<file path="src/rtl/fetch_ctrl.sv">
`default_nettype none
// ============================================================================
// Module      : fetch_ctrl
// Description : Program-counter sequencer with IDLE/RUN/DONE control, flag-
//               qualified jumps and a saturating retired-instruction counter.
// Revision    : 1.0 - initial release
// ============================================================================
module fetch_ctrl #(
    parameter int PCW  = 10,
    parameter int CNTW = 16
) (
    input  logic            clk,
    input  logic            reset,
    input  logic            req,
    input  logic            stall,
    input  logic            halt,
    input  logic            UncondJump,
    input  logic            JType,
    input  logic [2:0]      cond,
    input  logic [PCW-1:0]  jmp_target,
    input  logic            flags_we,
    input  logic            zero_in,
    input  logic            neg_in,
    output logic [PCW-1:0]  prog_ctr,
    output logic            running,
    output logic            done,
    output logic [CNTW-1:0] retired
);

    localparam logic [1:0] S_IDLE = 2'd0;
    localparam logic [1:0] S_RUN  = 2'd1;
    localparam logic [1:0] S_DONE = 2'd2;

    localparam logic [CNTW-1:0] C_RET_MAX = '1;

    logic [1:0]      r_state;
    logic [1:0]      w_state_nxt;
    logic            r_running;
    logic            r_done;
    logic [PCW-1:0]  r_pc;
    logic [PCW-1:0]  w_pc_nxt;
    logic [CNTW-1:0] r_retired;
    logic [CNTW-1:0] w_ret_nxt;
    logic            r_z;
    logic            r_n;
    logic            w_cond_true;
    logic            w_taken;

    // Status flags are registered from the next state so they line up with r_state.
    always_ff @(posedge clk or posedge reset) begin
        if (reset) begin
            r_state   <= S_IDLE;
            r_running <= 1'b0;
            r_done    <= 1'b0;
        end else begin
            r_state   <= w_state_nxt;
            r_running <= (w_state_nxt == S_RUN);
            r_done    <= (w_state_nxt == S_DONE);
        end
    end

    always_comb begin
        w_state_nxt = r_state;
        case (r_state)
            S_IDLE:  if (req)  w_state_nxt = S_RUN;
            S_RUN:   if (halt) w_state_nxt = S_DONE;
            S_DONE:  if (req)  w_state_nxt = S_RUN;
            default: w_state_nxt = S_IDLE;
        endcase
    end

    // Conditions read the registered flags, so a same-cycle flag write is not seen.
    always_comb begin
        case (cond)
            3'd1:    w_cond_true = r_z;
            3'd2:    w_cond_true = ~r_z;
            3'd3:    w_cond_true = r_n;
            3'd4:    w_cond_true = ~r_n;
            default: w_cond_true = 1'b0;
        endcase
    end

    assign w_taken = JType & (UncondJump | w_cond_true);

    always_comb begin
        w_pc_nxt  = r_pc;
        w_ret_nxt = r_retired;
        case (r_state)
            S_IDLE, S_DONE: begin
                if (req) begin
                    w_pc_nxt  = '0;
                    w_ret_nxt = '0;
                end
            end
            S_RUN: begin
                if (!halt && !stall) begin
                    w_pc_nxt = w_taken ? jmp_target : r_pc + PCW'(1);
                    if (r_retired != C_RET_MAX) begin
                        w_ret_nxt = r_retired + CNTW'(1);
                    end
                end
            end
            default: begin
                w_pc_nxt  = '0;
                w_ret_nxt = '0;
            end
        endcase
    end

    always_ff @(posedge clk or posedge reset) begin
        if (reset) begin
            r_pc      <= '0;
            r_retired <= '0;
            r_z       <= 1'b0;
            r_n       <= 1'b0;
        end else begin
            r_pc      <= w_pc_nxt;
            r_retired <= w_ret_nxt;
            if (flags_we) begin
                r_z <= zero_in;
                r_n <= neg_in;
            end
        end
    end

    assign prog_ctr = r_pc;
    assign retired  = r_retired;
    assign running  = r_running;
    assign done     = r_done;

endmodule
`default_nettype wire
</file>
<file path="config.mk">
export PLATFORM = sky130hd
export DESIGN_NAME = fetch_ctrl
export DESIGN_NICKNAME = d
export VERILOG_FILES = /design/src/rtl/fetch_ctrl.sv
export SDC_FILE = /design/constraint.sdc
export NUM_CORES = 1
export LEC_CHECK = 0
export CORE_MARGIN = 3
export CORE_UTILIZATION = 40
export DETAILED_ROUTE_END_ITERATION = 7
export PLACE_DENSITY = 0.8
export SKIP_LAST_GASP = 1
export SYNTH_ARGS = -nofsm -noshare
export SYNTH_HDL_FRONTEND = slang
export SYNTH_SLANG_ARGS = --single-unit
</file>
<file path="constraint.sdc">
create_clock -name clk -period 1.7 [get_ports clk]
set_input_delay 0.255 -clock clk [delete_from_list [all_inputs] [get_ports clk]]
set_output_delay 0.255 -clock clk [all_outputs]
set_load 0.05 [all_outputs]
</file>
# After elaboration in Yosys (flattened, before gate mapping)
# Cells that the tools add are included.
# Widths: inputs -> output; s select.
dict set report word_totals {
  register_bits 32
  in_bits 23
  out_inout_bits 28
  word_cells 44
}
dict set report classes {
  addsub 2
  n_eq_ne 12
  mux 12
  n_bitwise 4
  n_reduce_logical 7
}
# op n
set op_table {}
lappend op_table {{$mux 16} 3}
lappend op_table {{$pmux 16 s2} 1}
lappend op_table {{$mux 10} 3}
lappend op_table {{$pmux 10 s2} 1}
lappend op_table {{$add 16x1->16 const B} 1}
lappend op_table {{$ne 16x16->1 const B} 1}
lappend op_table {{$add 10x1->10 const B} 1}
lappend op_table {{$eq 3x2->1 const B} 2}
lappend op_table {{$eq 2x1->1 const B} 2}
lappend op_table {{$eq 2x2->1 const B} 2}
lappend op_table {{$mux 2} 2}
lappend op_table {{$ne 2x2->1 const B} 2}
lappend op_table {{$pmux 1 s4} 1}
lappend op_table {{$pmux 2 s2} 1}
lappend op_table {{$eq 3x1->1 const B} 1}
lappend op_table {{$eq 3x3->1 const B} 1}
lappend op_table {{$reduce_and 3->1} 1}
lappend op_table {{$logic_not 1->1} 2}
lappend op_table {{$logic_not 2->1} 1}
lappend op_table {{$ne 2x1->1 const B} 1}
lappend op_table {{$not 1->1} 2}
lappend op_table {{$reduce_and 2->1} 1}
lappend op_table {{$reduce_or 2->1} 1}
lappend op_table {{$and 1x1->1} 1}
lappend op_table {{other kinds (2)} 2}

# Logic depth before layout (Yosys ltp)
dict set report logic_depth {
  depth_word 7
  depth_mapped 7
  ltp_nobuf 6
}

# Worst setup path before layout
# Ideal clock, no wire load.
dict set report synth_timing {
  path_type {reg-to-reg}
  startpoint {register r_retired[0] (netlist: retired[0])}
  endpoint {register r_retired[8] (netlist: retired[8])}
  setup_ps 111
  arrival_time_ps 1886
  t_required_ps 1589
  path_slack_ps -297
  path_stages_with_launch 7
  path_buffers 0
  synth_period_minus_slack_ps 1997
  path_cell_list {dfrtp_1 -> ha_1 -> nand4_1 -> nor3_2 -> a31o_2 -> o21ai_0 -> o41ai_1}
}
dict set report synth_between {
  elab_chain_cells 4
}
# element line_no
set synth_rtl {}
lappend synth_rtl {{from (decl)} 42} ;# logic [CNTW-1:0] r_retired;
lappend synth_rtl {{from (signal assigned)} 118} ;# r_retired <= w_ret_nxt;
lappend synth_rtl {{$add 16x1->16} 99} ;# w_ret_nxt = r_retired + CNTW'(1);
lappend synth_rtl {{$mux 16} 98} ;# if (r_retired != C_RET_MAX) begin
lappend synth_rtl {{$mux 16} 96} ;# if (!halt && !stall) begin
lappend synth_rtl {{$pmux 16 s2} 88} ;# case (r_state)
# Several ways; a longest one is shown, not always the timed one. The select of a mux whose other input is x is not followed.
# A chain may end at the register's enable or synchronous reset.

# Worst setup path after layout
dict set report layout_timing {
  startpoint {register r_retired[0] (netlist: retired[0])}
  endpoint {register r_retired[7] (netlist: retired[7])}
}
# Same word-level chain as after synthesis.

==> results.ini <==
[outcome]
status = complete, no violations

[synthesis]
synth.avg_cell_area_um2 = 9.045
synth_top_area_share_pct = 41.37
synthFlopType = dfrtp_1
synth_edf_count = 0
ys_seq_area_share_pct = 41.37
ys_types = 47
synth_warnings = 0
synth_nets = 239
synth_area_leaders = dfrtp_1 41%, mux2i_1 5.7%, o21ai_0 4.7%
syn_area_mm2 = 0.001936
ys_seq_elements = 32
yosys.area.top_type = dfrtp_1
async_flop_share_pct = 100.0
syn-instance-count = 214

[final_layout]
area_delta_synth_final_pct = 46.41
drive_gt1_share_pct = 33.67
final_nets = 321
antennaDiodeCount = 0
fin_util_pct = 62.92
final_cell_count_no_fill = 349
fillers = 380

[clocking]
clk_latency_ns = 0.30
cts-buffers-inserted = 5
h-tree-depth = 2
cts.sinks = 32
ctsRootBufferMaster = clkbuf_8
clk_pin_slew_worst_paths_ns = 0.07
cts_buffer_depth = 2
tritoncts = built
cts_hold_buf = 0

[worst_setup_path]
rrSetupSlack_ns = 0.06
cp_max_fo = 4
start_kind = flip-flop
crit_top_cell = buf_4
slowest_stage = dfrtp_2
worstReg2RegEnd = retired[7]$_DFFE_PP0P_
timing.critical_path.buf_inv = 2
cpPeakStageDelay_ns = 0.39
crit_chain = buf_4 -> nand2_1 -> nor2_1 -> o21ai_0 -> buf_4 -> o311ai_1 -> o41ai_1
critPathCaptureType = flip-flop
crit_type = flip-flop to flip-flop
cp.required_ns = 1.86
worstPathArrival_ns = 1.80
crit_family = compound AO/OA/AOI/OAI gates
worstReg2RegStart = retired[0]$_DFFE_PP0P_
ff2ff_path_depth = 7

[placed_design]
io_buffer_count = 50
dpl.cell_count = 337
dpl.hpwl_um = 3898
gp_congestion = 0.9018

[die]
die_width_um = 75.57
initial_utilization_pct = 42.97
io_pins = 51
die_y_um = 75.57
dieArea_mm2 = 0.005710
num_rows = 24
core-area_mm2 = 0.004504

[sta]
fin_crit_sh_pct = 96.27
drv_slew = 0
max_freq_ghz = 0.6110
rsz0062_at_grt = true
relSlewSlack_pct = 71.63
hold_violations = 0
finalClockSkew_ns = 0.01098
setup_violations = 0
min_period_ns = 1.637
tightest_slew_ns = 0.4255

[power]
power_uw = 2313
peakVddDrop_mv = 0.5228
leakage_uw = 0.001306
powerDensity_mw_per_mm2 = 816.0

[route]
drc = 0
wl_per_cell_um = 15.22
first_pass_iters = 4
ant_nets = 0
vias = 2030
vias_per_cell = 5.817
drtIter0Drc = 144
route.final.wire_length_um = 5312

[hold_path]
hold_path_class = input port to asynchronous set/reset pin

[grt]
grt_use_total_pct = 20.08
grt_start_max_net_pins = 33
grt_pass1_vias = 1893
grt_pass1_wl_um = 8818
grt_remaining_overflow = 0
antenna_found_initial = 0

[run]
cap_viol_max_count = 0

## Yosys cell counts (2+ instances only)
cell / number
a21oi_1: 8
a22o_1: 2
a31oi_1: 12
a41oi_1: 2
and2_1: 2
and3_1: 5
and4_1: 2
buf_2: 3
clkbuf_1: 4
dfrtp_1: 32
ha_1: 2
inv_1: 13
mux2i_1: 11
nand2_1: 20
nand2b_1: 2
nand3_1: 11
nand4_1: 7
nor2_1: 14
nor2b_1: 2
nor3_1: 2
o21ai_0: 18
o22ai_1: 12
o31ai_1: 3
o41ai_1: 2
## routing by layer
metal | global-route usage, % | up-vias | routed length [um]
met3 | 4.749 | 10 | 333
met2 | 32.12 | 79 | 2616
met4 | 6.602 | 0 | 78
met1 | 26.82 | 973 | 2283
met5 | 0 | - | 0
li1 | - | 968 | -
## worst register-to-register path: stages (launching register included)
cell	delay, ns
dfrtp_2	0.39
buf_4	0.13
nand2_1	0.10
nor2_1	0.21
o21ai_0	0.15
buf_4	0.17
o311ai_1	0.24
o41ai_1	0.13
## report_power, final
part | internal, uW | switching [uW] | total (uW)
sequential | 811 | 46.3 | 857
clock | 435 | 302 | 736
combinational | 306 | 412 | 719
## final cells by class
type | count | area, um^2 | share of cell area (%)
clock buffers | 6 | 72.57 | 2.561
clock inverters | 2 | 35.03 | 1.236
inverters | 13 | 48.80 | 1.722
multi-input cells | 160 | 1097 | 38.72
flip-flops and latches | 32 | 817.0 | 28.83
well taps | 52 | 65.06 | 2.296
repair buffers | 84 | 698.2 | 24.64
## worst max path at each step
stage,startpoint,end,depth (start not counted),slack [ns]
after global routing,retired[1]$_DFFE_PP0P_,retired[15]$_DFFE_PP0P_,6,-0.09
final,retired[0]$_DFFE_PP0P_,retired[7]$_DFFE_PP0P_,7,0.06
after detailed placement,cond[2],prog_ctr[7]$_DFFE_PP0P_,7,-0.23
after floorplan,retired[5]$_DFFE_PP0P_,retired[15]$_DFFE_PP0P_,5,-0.03
after CTS,retired[0]$_DFFE_PP0P_,retired[7]$_DFFE_PP0P_,6,0.001
after global placement,cond[0],prog_ctr[8]$_DFFE_PP0P_,7,-0.17
## registers in the layout (all words and copies together), names as in the netlist
| register | flops |
|---|---|
| retired | 16 |
| r_z | 1 |
| r_state | 2 |
| prog_ctr | 10 |
| r_n | 1 |
| running | 1 |
| done | 1 |
## what timing repair did
action / in CTS / in global routing
setup buffers: 0 / 4
setup endpoints to repair: 0 / 24
endpoints found under the hold margin: 0 / 0
resized for setup: 0 / 12
## through the flow
step | setup WS, ns | instance area [um^2] | hold WS, ns | setup TNS (ns)
6_report | 0.06337 | 2834 | 0.3431 | 0
5_1_grt | -0.09072 | 2834 | 0.3870 | -0.2221
4_1_cts | 0.001267 | 2758 | 0.3568 | 0
3_5_place_dp | -0.2333 | 2650 | 0.5165 | -2.394
3_3_place_gp | -0.1675 | 2650 | 0.5042 | -2.014
2_1_floorplan | -0.03097 | 1987 | 0.3514 | -0.03582
## cell families after synthesis
kind of cell               synth area share, %
adders and majority gates                1.293
AOI/OAI and AO/OA                        23.01
buffers and inverters                    5.429
muxes                                    7.046
DFF                                      41.37
and+or+nand+nor                          21.85
## placed cells by master, fill, tap and decap left out, types with 7 or more instances in the layout
cell type	instances
dfrtp_1	19
dfrtp_2	13
clkdlybuf4s50_1	22
o21ai_0	15
buf_4	61
nand3_1	9
mux2i_1	11
nand2_1	19
o22ai_1	11
nor2_1	14
a21oi_1	8
inv_1	13
a31oi_1	11
nand4_1	7
Note: power is estimated with default switching activity, not from simulation.
